### config.mk
export PLATFORM = sky130hd
export DESIGN_NAME = hit_encoder_flat
export DESIGN_NICKNAME = d
export VERILOG_FILES = /design/src/rtl/hit_encoder_if.sv /design/src/rtl/hit_encoder.sv /design/src/flat_wrapper.sv
export SDC_FILE = /design/constraint.sdc
export NUM_CORES = 1
export LEC_CHECK = 0
export CAP_MARGIN = 30
export CORE_AREA = 2 2 39 41
export CTS_BUF_LIST = sky130_fd_sc_hd__clkbuf_8
export CTS_CLUSTER_DIAMETER = 40
export DETAILED_ROUTE_END_ITERATION = 10
export DIE_AREA = 0 0 41 43
export PLACE_DENSITY_LB_ADDON = 0.05
export SETUP_SLACK_MARGIN = 0.02
export SLEW_MARGIN = 30
export SYNTH_ARGS = -nofsm -noshare
export SYNTH_HDL_FRONTEND = slang
export SYNTH_SLANG_ARGS = --single-unit
### constraint.sdc
create_clock -name clk -period 1.3 [get_ports clk]
set_input_delay 0.26 -clock clk [delete_from_list [all_inputs] [get_ports clk]]
set_output_delay 0.26 -clock clk [all_outputs]
set_load 0.01 [all_outputs]
### src/rtl/hit_encoder_if.sv
// rtl/hit_encoder_if.sv - frame/draw-request inputs and hit event outputs of hit_encoder
interface hit_encoder_if;
   logic       start_of_frame;
   logic       player_dr;
   logic       life_dr;
   logic       coin_dr;
   logic       good_dr;
   logic       bad_dr;
   logic [2:0] hit_type;
   logic       busy;
   logic       invuln;

   modport master (
      output start_of_frame, player_dr, life_dr, coin_dr, good_dr, bad_dr,
      input  hit_type, busy, invuln
   );

   modport slave (
      input  start_of_frame, player_dr, life_dr, coin_dr, good_dr, bad_dr,
      output hit_type, busy, invuln
   );
endinterface

### src/rtl/hit_encoder.sv
// rtl/hit_encoder.sv - per-frame overlap recorder replaying hit_type pulses; optional HIT_INVULN_EN
module hit_encoder #(
   parameter int BAD_OVERRIDES = 1,
   parameter int INVULN_FRAMES = 60
) (
   input  logic         clk,
   input  logic         resetN,
   hit_encoder_if.slave bus
);
   typedef enum logic {COLLECT, EMIT} state_t;

   // flag bit positions inside the pend/emit vectors
   localparam int LIFE = 0;
   localparam int COIN = 1;
   localparam int GOOD = 2;
   localparam int BAD  = 3;

   state_t     state, state_next;
   logic [3:0] pend, pend_next;
   logic [3:0] emit, emit_next;
   logic [3:0] ovl, snap, src, pick;
   logic [2:0] hit_q, hit_next;
   logic       invuln_act;

   if (INVULN_FRAMES < 1 || INVULN_FRAMES > 255) begin : g_invuln_range
      $error("hit_encoder: INVULN_FRAMES must be 1..255");
   end

`ifdef HIT_INVULN_EN
   logic [7:0] cnt, cnt_next;

   assign invuln_act = (cnt != 8'd0);

   // reload on an emitted bad hit, otherwise count down once per frame boundary
   always_comb begin
      cnt_next = cnt;
      if (hit_next == 3'd4) begin
         cnt_next = 8'(INVULN_FRAMES);
      end else if (bus.start_of_frame && cnt != 8'd0) begin
         cnt_next = cnt - 8'd1;
      end
   end

   // invulnerability frame counter
   always_ff @(posedge clk or negedge resetN) begin
      if (!resetN) cnt <= 8'd0;
      else         cnt <= cnt_next;
   end
`else
   assign invuln_act = 1'b0;
`endif

   // overlap capture, frame snapshot merge and priority pick of the next pulse
   always_comb begin
      ovl        = {bus.bad_dr, bus.good_dr, bus.coin_dr, bus.life_dr} & {4{bus.player_dr}};
      snap       = pend;
      src        = 4'b0000;
      pick       = 4'b0000;
      hit_next   = 3'd0;
      state_next = state;
      pend_next  = pend | ovl;
      emit_next  = emit;

      if (invuln_act) begin
         ovl[BAD]       = 1'b0;
         pend_next[BAD] = pend[BAD];
         snap[BAD]      = 1'b0;
      end
      // a discarded bad flag has already been removed, so it cannot suppress good
      if (BAD_OVERRIDES != 0 && snap[BAD]) begin
         snap[GOOD] = 1'b0;
      end

      if (bus.start_of_frame || state == EMIT) begin
         src = bus.start_of_frame ? (emit | snap) : emit;
         if (src[BAD]) begin
            pick[BAD] = 1'b1;
            hit_next  = 3'd4;
         end else if (src[LIFE]) begin
            pick[LIFE] = 1'b1;
            hit_next   = 3'd1;
         end else if (src[COIN]) begin
            pick[COIN] = 1'b1;
            hit_next   = 3'd2;
         end else if (src[GOOD]) begin
            pick[GOOD] = 1'b1;
            hit_next   = 3'd3;
         end
         emit_next = src & ~pick;
      end

      if (bus.start_of_frame) begin
         // overlaps seen on the boundary cycle belong to the new frame
         pend_next  = ovl;
         state_next = EMIT;
      end else if (state == EMIT) begin
         state_next = (src != 4'b0000) ? EMIT : COLLECT;
      end
   end

   // state register
   always_ff @(posedge clk or negedge resetN) begin
      if (!resetN) state <= COLLECT;
      else         state <= state_next;
   end

   // pending/emit flags and registered hit_type
   always_ff @(posedge clk or negedge resetN) begin
      if (!resetN) begin
         pend  <= 4'b0000;
         emit  <= 4'b0000;
         hit_q <= 3'd0;
      end else begin
         pend  <= pend_next;
         emit  <= emit_next;
         hit_q <= hit_next;
      end
   end

   assign bus.hit_type = hit_q;
   assign bus.busy     = (state == EMIT);
   assign bus.invuln   = invuln_act;
endmodule

### src/flat_wrapper.sv
// flat-port wrapper written by rule: the top's interface ports become plain ports
module hit_encoder_flat 
#(
   parameter int BAD_OVERRIDES = 1,
   parameter int INVULN_FRAMES = 60
)
  (clk, resetN, bus_start_of_frame, bus_player_dr, bus_life_dr, bus_coin_dr, bus_good_dr, bus_bad_dr, bus_hit_type, bus_busy, bus_invuln);
  hit_encoder_if bus_i ();
  input  logic clk;
  input  logic resetN;
  input wire logic [$bits(bus_i.start_of_frame)-1:0] bus_start_of_frame;
  input wire logic [$bits(bus_i.player_dr)-1:0] bus_player_dr;
  input wire logic [$bits(bus_i.life_dr)-1:0] bus_life_dr;
  input wire logic [$bits(bus_i.coin_dr)-1:0] bus_coin_dr;
  input wire logic [$bits(bus_i.good_dr)-1:0] bus_good_dr;
  input wire logic [$bits(bus_i.bad_dr)-1:0] bus_bad_dr;
  output wire logic [$bits(bus_i.hit_type)-1:0] bus_hit_type;
  output wire logic [$bits(bus_i.busy)-1:0] bus_busy;
  output wire logic [$bits(bus_i.invuln)-1:0] bus_invuln;
  assign bus_i.start_of_frame = bus_start_of_frame;
  assign bus_i.player_dr = bus_player_dr;
  assign bus_i.life_dr = bus_life_dr;
  assign bus_i.coin_dr = bus_coin_dr;
  assign bus_i.good_dr = bus_good_dr;
  assign bus_i.bad_dr = bus_bad_dr;
  assign bus_hit_type = bus_i.hit_type;
  assign bus_busy = bus_i.busy;
  assign bus_invuln = bus_i.invuln;
  hit_encoder #(.BAD_OVERRIDES(BAD_OVERRIDES), .INVULN_FRAMES(INVULN_FRAMES)) u_core (.clk(clk), .resetN(resetN), .bus(bus_i));
endmodule
After elaboration in Yosys (flattened, before gate mapping)
Cells that the tools add are included.
{ "op_classes": {"n_reduce_logical": 2, "muxes": 21, "bitwise": 5} }
{ "op_table": {"columns": ["op", "count"], "rows": [
  ["$mux 3", 6],
  ["$mux 4", 3],
  ["$mux 1", 10],
  ["$and 4x4->4", 2],
  ["$or 4x4->4", 2],
  ["$mux 2", 2],
  ["$not 4->4", 1],
  ["$reduce_bool 4->1", 1],
  ["$logic_or 1x1->1", 1]
]} }
{ "word_totals": {"inputBits": 8, "regBits": 12, "wordCells": 32} }

Longest topological paths before layout
Gate-level depths: netlist of the first run.
{ "logic_depth": {"ltp_word": 10, "depth_mapped": 4} }

Worst setup path after synthesis of the first run
Ideal clock, no wire load.
{ "synth_path": {"path_type": "flip-flop to flip-flop", "start": "register u_core.state, in the netlist u_core.bus.busy", "end": "register u_core.hit_q[1], in the netlist u_core.bus.hit_type[1]", "required_time_ps": 1172, "path_stages_with_launch": 4, "path_buffers": 0, "arrival_ps": 964, "slack_ps": 208, "path_cell_list": "dfrtp_1 -> nor2b_2 -> a22o_4 -> a21boi_4"} }
{ "synth_via": {"elab_chain_len": 2} }
{ "synth_lines": {"columns": ["element", "line_no", "source"], "rows": [
  ["from (decl)", "hit_encoder.sv:18", "state_t state, state_next;"],
  ["from (signal assigned)", "hit_encoder.sv:104", "else state <= state_next;"],
  ["$logic_or 1x1->1", "hit_encoder.sv:74", "if (bus.start_of_frame || state == EMIT) begin"],
  ["$mux 3", "hit_encoder.sv:74", null],
  ["named net u_core.hit_next[1]", "hit_encoder.sv:22", "logic [2:0] hit_q, hit_next;"],
  ["to (signal assigned)", "hit_encoder.sv:116", "hit_q <= hit_next;"],
  ["to (decl)", "hit_encoder.sv:22", null]
]} }
The timed path passes the listed nets, and every way through them passes these cells.
A chain may end at the register's enable or synchronous reset.

Worst setup path after layout of the first run
{ "layout_path": {"start": "register u_core.state, in the netlist u_core.bus.busy", "end": "output port bus_busy"} }
{ "layout_lines": {"columns": ["element", "line_no", "source"], "rows": [
  ["to (decl)", "flat_wrapper.sv:18", "output wire logic [$bits(bus_i.busy)-1:0] bus_busy;"]
]} }
No word-level cell between the ends.

==> results.sh, run 1 <==
export IMPL_clkLatencyLatePin_ns=0.23
export IMPL_via_count=350
export IMPL_synthDistinctLibCells=20
export IMPL_outcome="complete, no violations"
export IMPL_num_io_pins=13
export IMPL_arrival_ns=0.92
export IMPL_hold_path_class="in2async"
export IMPL_clock_sinks=11
export IMPL_dp_final_hpwl_um=731
export IMPL_routabilityCongestion=0.822
export IMPL_p_leak_uw=0.000323
export IMPL_cts_tree="yes"
export IMPL_postRouteAntennaNets=0
export IMPL_reg2reg_depth=3
export IMPL_netlist_instances=44
export IMPL_seq_area_frac_synth_pct=55.3
export IMPL_mostFrequentLayoutCell="dfrtp_1"
export IMPL_place_inst=73
export IMPL_clkSlewWorstSetupHoldPaths_ns=0.05
export IMPL_register_area_um2=275
export IMPL_grt_pass1_vias=346
export IMPL_antenna_found_initial=0
export IMPL_hold_violations=0
export IMPL_crit_required_ns=1.04
export IMPL_final_cell_mix="dfrtp_1, clkdlybuf4s50_1, inv_1"
export IMPL_grt_overflow_total=0
export IMPL_ys_warnings_count=0
export IMPL_synthTopCellsByArea="dfrtp_1, o21ai_0, a21boi_4, inv_1, a21oi_2"
export IMPL_critPathMaxStageDelay_ns=0.40
export IMPL_drt_initial_drc_count=3
export IMPL_crit_chain="dlygate4sd2_1"
export IMPL_syn_num_nets=52
export IMPL_r2r_end="u_core.bus.hit_type[1]"
export IMPL_row_count=14
export IMPL_n_fill_cell=133
export IMPL_crit_slowest_cell="dfrtp_1"
export IMPL_firstDrtPassIters=2
export IMPL_grt_max_degree=12
export IMPL_fin_skew_ns=0.00148
export IMPL_initial_utilization_pct=36.0
export IMPL_core_area_um2=1380
export IMPL_cts_max_path_buffers=2
export IMPL_whs_ns=0.356
export IMPL_multiInputGateArea_um2=185
export IMPL_die_area_um2=1760
export IMPL_critPathLaunch="u_core.bus.busy"
export IMPL_fin_crit_ns=1.18
export IMPL_worst_slack_ns=0.120
export IMPL_drive_above_1_share_pct=24.6
export IMPL_p_total_uw=1010
export IMPL_crit_family="flip-flops"
export IMPL_dieWidth_um=41
export IMPL_report_final_slew_viol_count=0
export IMPL_period_share_pct=90.8
export IMPL_grt_pass1_wl_um=1550
export IMPL_wl_per_cell_um=11.8
export IMPL_die_h_um=43
export IMPL_rsz0062_at_grt="false"
export IMPL_cts_hold_repair_buffers=0
export IMPL_crit_fanout=3
export IMPL_portBuffers=11
export IMPL_fin_cells=77
export IMPL_clock_fmax_mhz=847
export IMPL_dpl_worst_slack_ns=-0.106
export IMPL_setup_viol=0
export IMPL_startpoint_type="flip-flop"
export IMPL_groute_usage_overall_pct=13.7
export IMPL_area_growth_pct=36.4
export IMPL_syn_area_per_cell_um2=11.3
export IMPL_fin_area_um2=679
export IMPL_r2r_start="u_core.bus.busy"
export IMPL_place_area_um2=639
export IMPL_r2r_slack_ns=0.23
export IMPL_clockRootBuffer="clkbuf_8"
export IMPL_cts_buffers=3
export IMPL_post_cts_buffers=0
export IMPL_end_kind="output pin"
export IMPL_path_buf_inv=1
export IMPL_vias_per_cell=4.55
export IMPL_ys_ff_latch=11
export IMPL_post_route_drc_count=0
export IMPL_drt_wl_total_um=908
export IMPL_cp_depth=1
export IMPL_yosysTopAreaCellShare_pct=55.3
export IMPL_crit_end="bus_busy"
export IMPL_diodes=0
export IMPL_syn_cell_area_um2=498
export IMPL_worstSetupPathType="reg2out"
export IMPL_htreeDepth=1
export IMPL_maxCapViolCount=0
export IMPL_synth_top_area_cell="dfrtp_1"
export IMPL_fin_nets=70
export IMPL_p_per_area_nw_per_um2=1490
export IMPL_peakVddDrop_v=0.000898
==> logic make-up after synthesis <==
| family | after synthesis | synth area share [%] |
|---|---|---|
| AO/OA/AOI/OAI | 13 | 22.9 |
| AND/OR/NAND/NOR | 12 | 13.6 |
| flip-flops | 11 | 55.3 |
| buffers and inverters | 7 | 7.54 |
| other | 1 | 0.753 |
==> power by group <==
part | internal, uW | switching [uW] | leakage (uW)
clock network | 207 | 121 | 0.0000269
logic | 139 | 109 | 0.000159
registers | 398 | 40.3 | 0.000137
total | 743 | 271 | 0.000323
==> worst register-to-register path, stage by stage, from the launching register on <==
cell,delay (ns)
dfrtp_1,0.40
nor2b_2,0.17
a22o_4,0.26
a21boi_4,0.13
==> cells in the mapped netlist (all sizes together) <==
master   n
nand2b   1
and2     1
nor2b    2
nor3     1
a21boi   1
o22ai    1
nor2     3
o31ai    1
buf      2
nand2    4
o21ai    5
conb     1
a22o     1
a21oi    4
dfrtp   11
inv      5
==> repair_timing <==
item,in CTS,in global routing
resized for setup,4,0
endpoints found under the setup margin,4,0
endpoints found under the hold margin,0,0
==> how the worst min path moves through the flow <==
stage	from	endpoint	slack, ns	cells after the start
2_1_floorplan	resetN	u_core.bus.busy	-0.04	0
3_3_place_gp	u_core.emit[2]	u_core.bus.busy	0.53	2
3_5_place_dp	u_core.emit[2]	u_core.bus.busy	0.54	2
4_1_cts	resetN	u_core.pend[0]	0.37	1
5_1_grt	resetN	u_core.bus.busy	0.40	1
6_report	resetN	u_core.pend[0]	0.36	1
==> sequential cells by signal, indices dropped and copies added (netlist names) <==
| name | count |
|---|---|
| u_core.emit | 3 |
| u_core.pend | 4 |
| u_core.bus.busy | 1 |
| u_core.bus.hit_type | 3 |
==> cell type report <==
class                           instances  share of cell area (%)
Clock buffer                            3                    6.08
Clock inverter                          1                   0.552
Inverter                                5                    2.76
Multi-Input combinational cell         26                    27.3
Sequential cell                        11                    40.5
Tap cell                               16                    2.95
Timing Repair Buffer                   15                    19.9
==> stage by stage <==
step                      utilization, %  TNS, ns
after floorplan                        -        0
after global placement              46.2   -0.231
after detailed placement            46.2   -0.290
after CTS                           49.1        0
after global routing                49.1        0
final                               49.1        0
==> layer usage <==
metal	up-vias	part of all wire [%]	track usage [%]
met4	0	1.8	10.0
met1	163	48	18.5
met5	-	0	0
met3	2	4.6	4.71
li1	178	-	-
met2	7	46	17.5
No activity file was read; power rests on OpenSTA's default activity.
==> run 2: changes to the inputs <==
GPL_ROUTABILITY_DRIVEN = 0   (was not set)
==> results of run 2 <==
Final layout, timing and power as in run 1 (identical DEF).
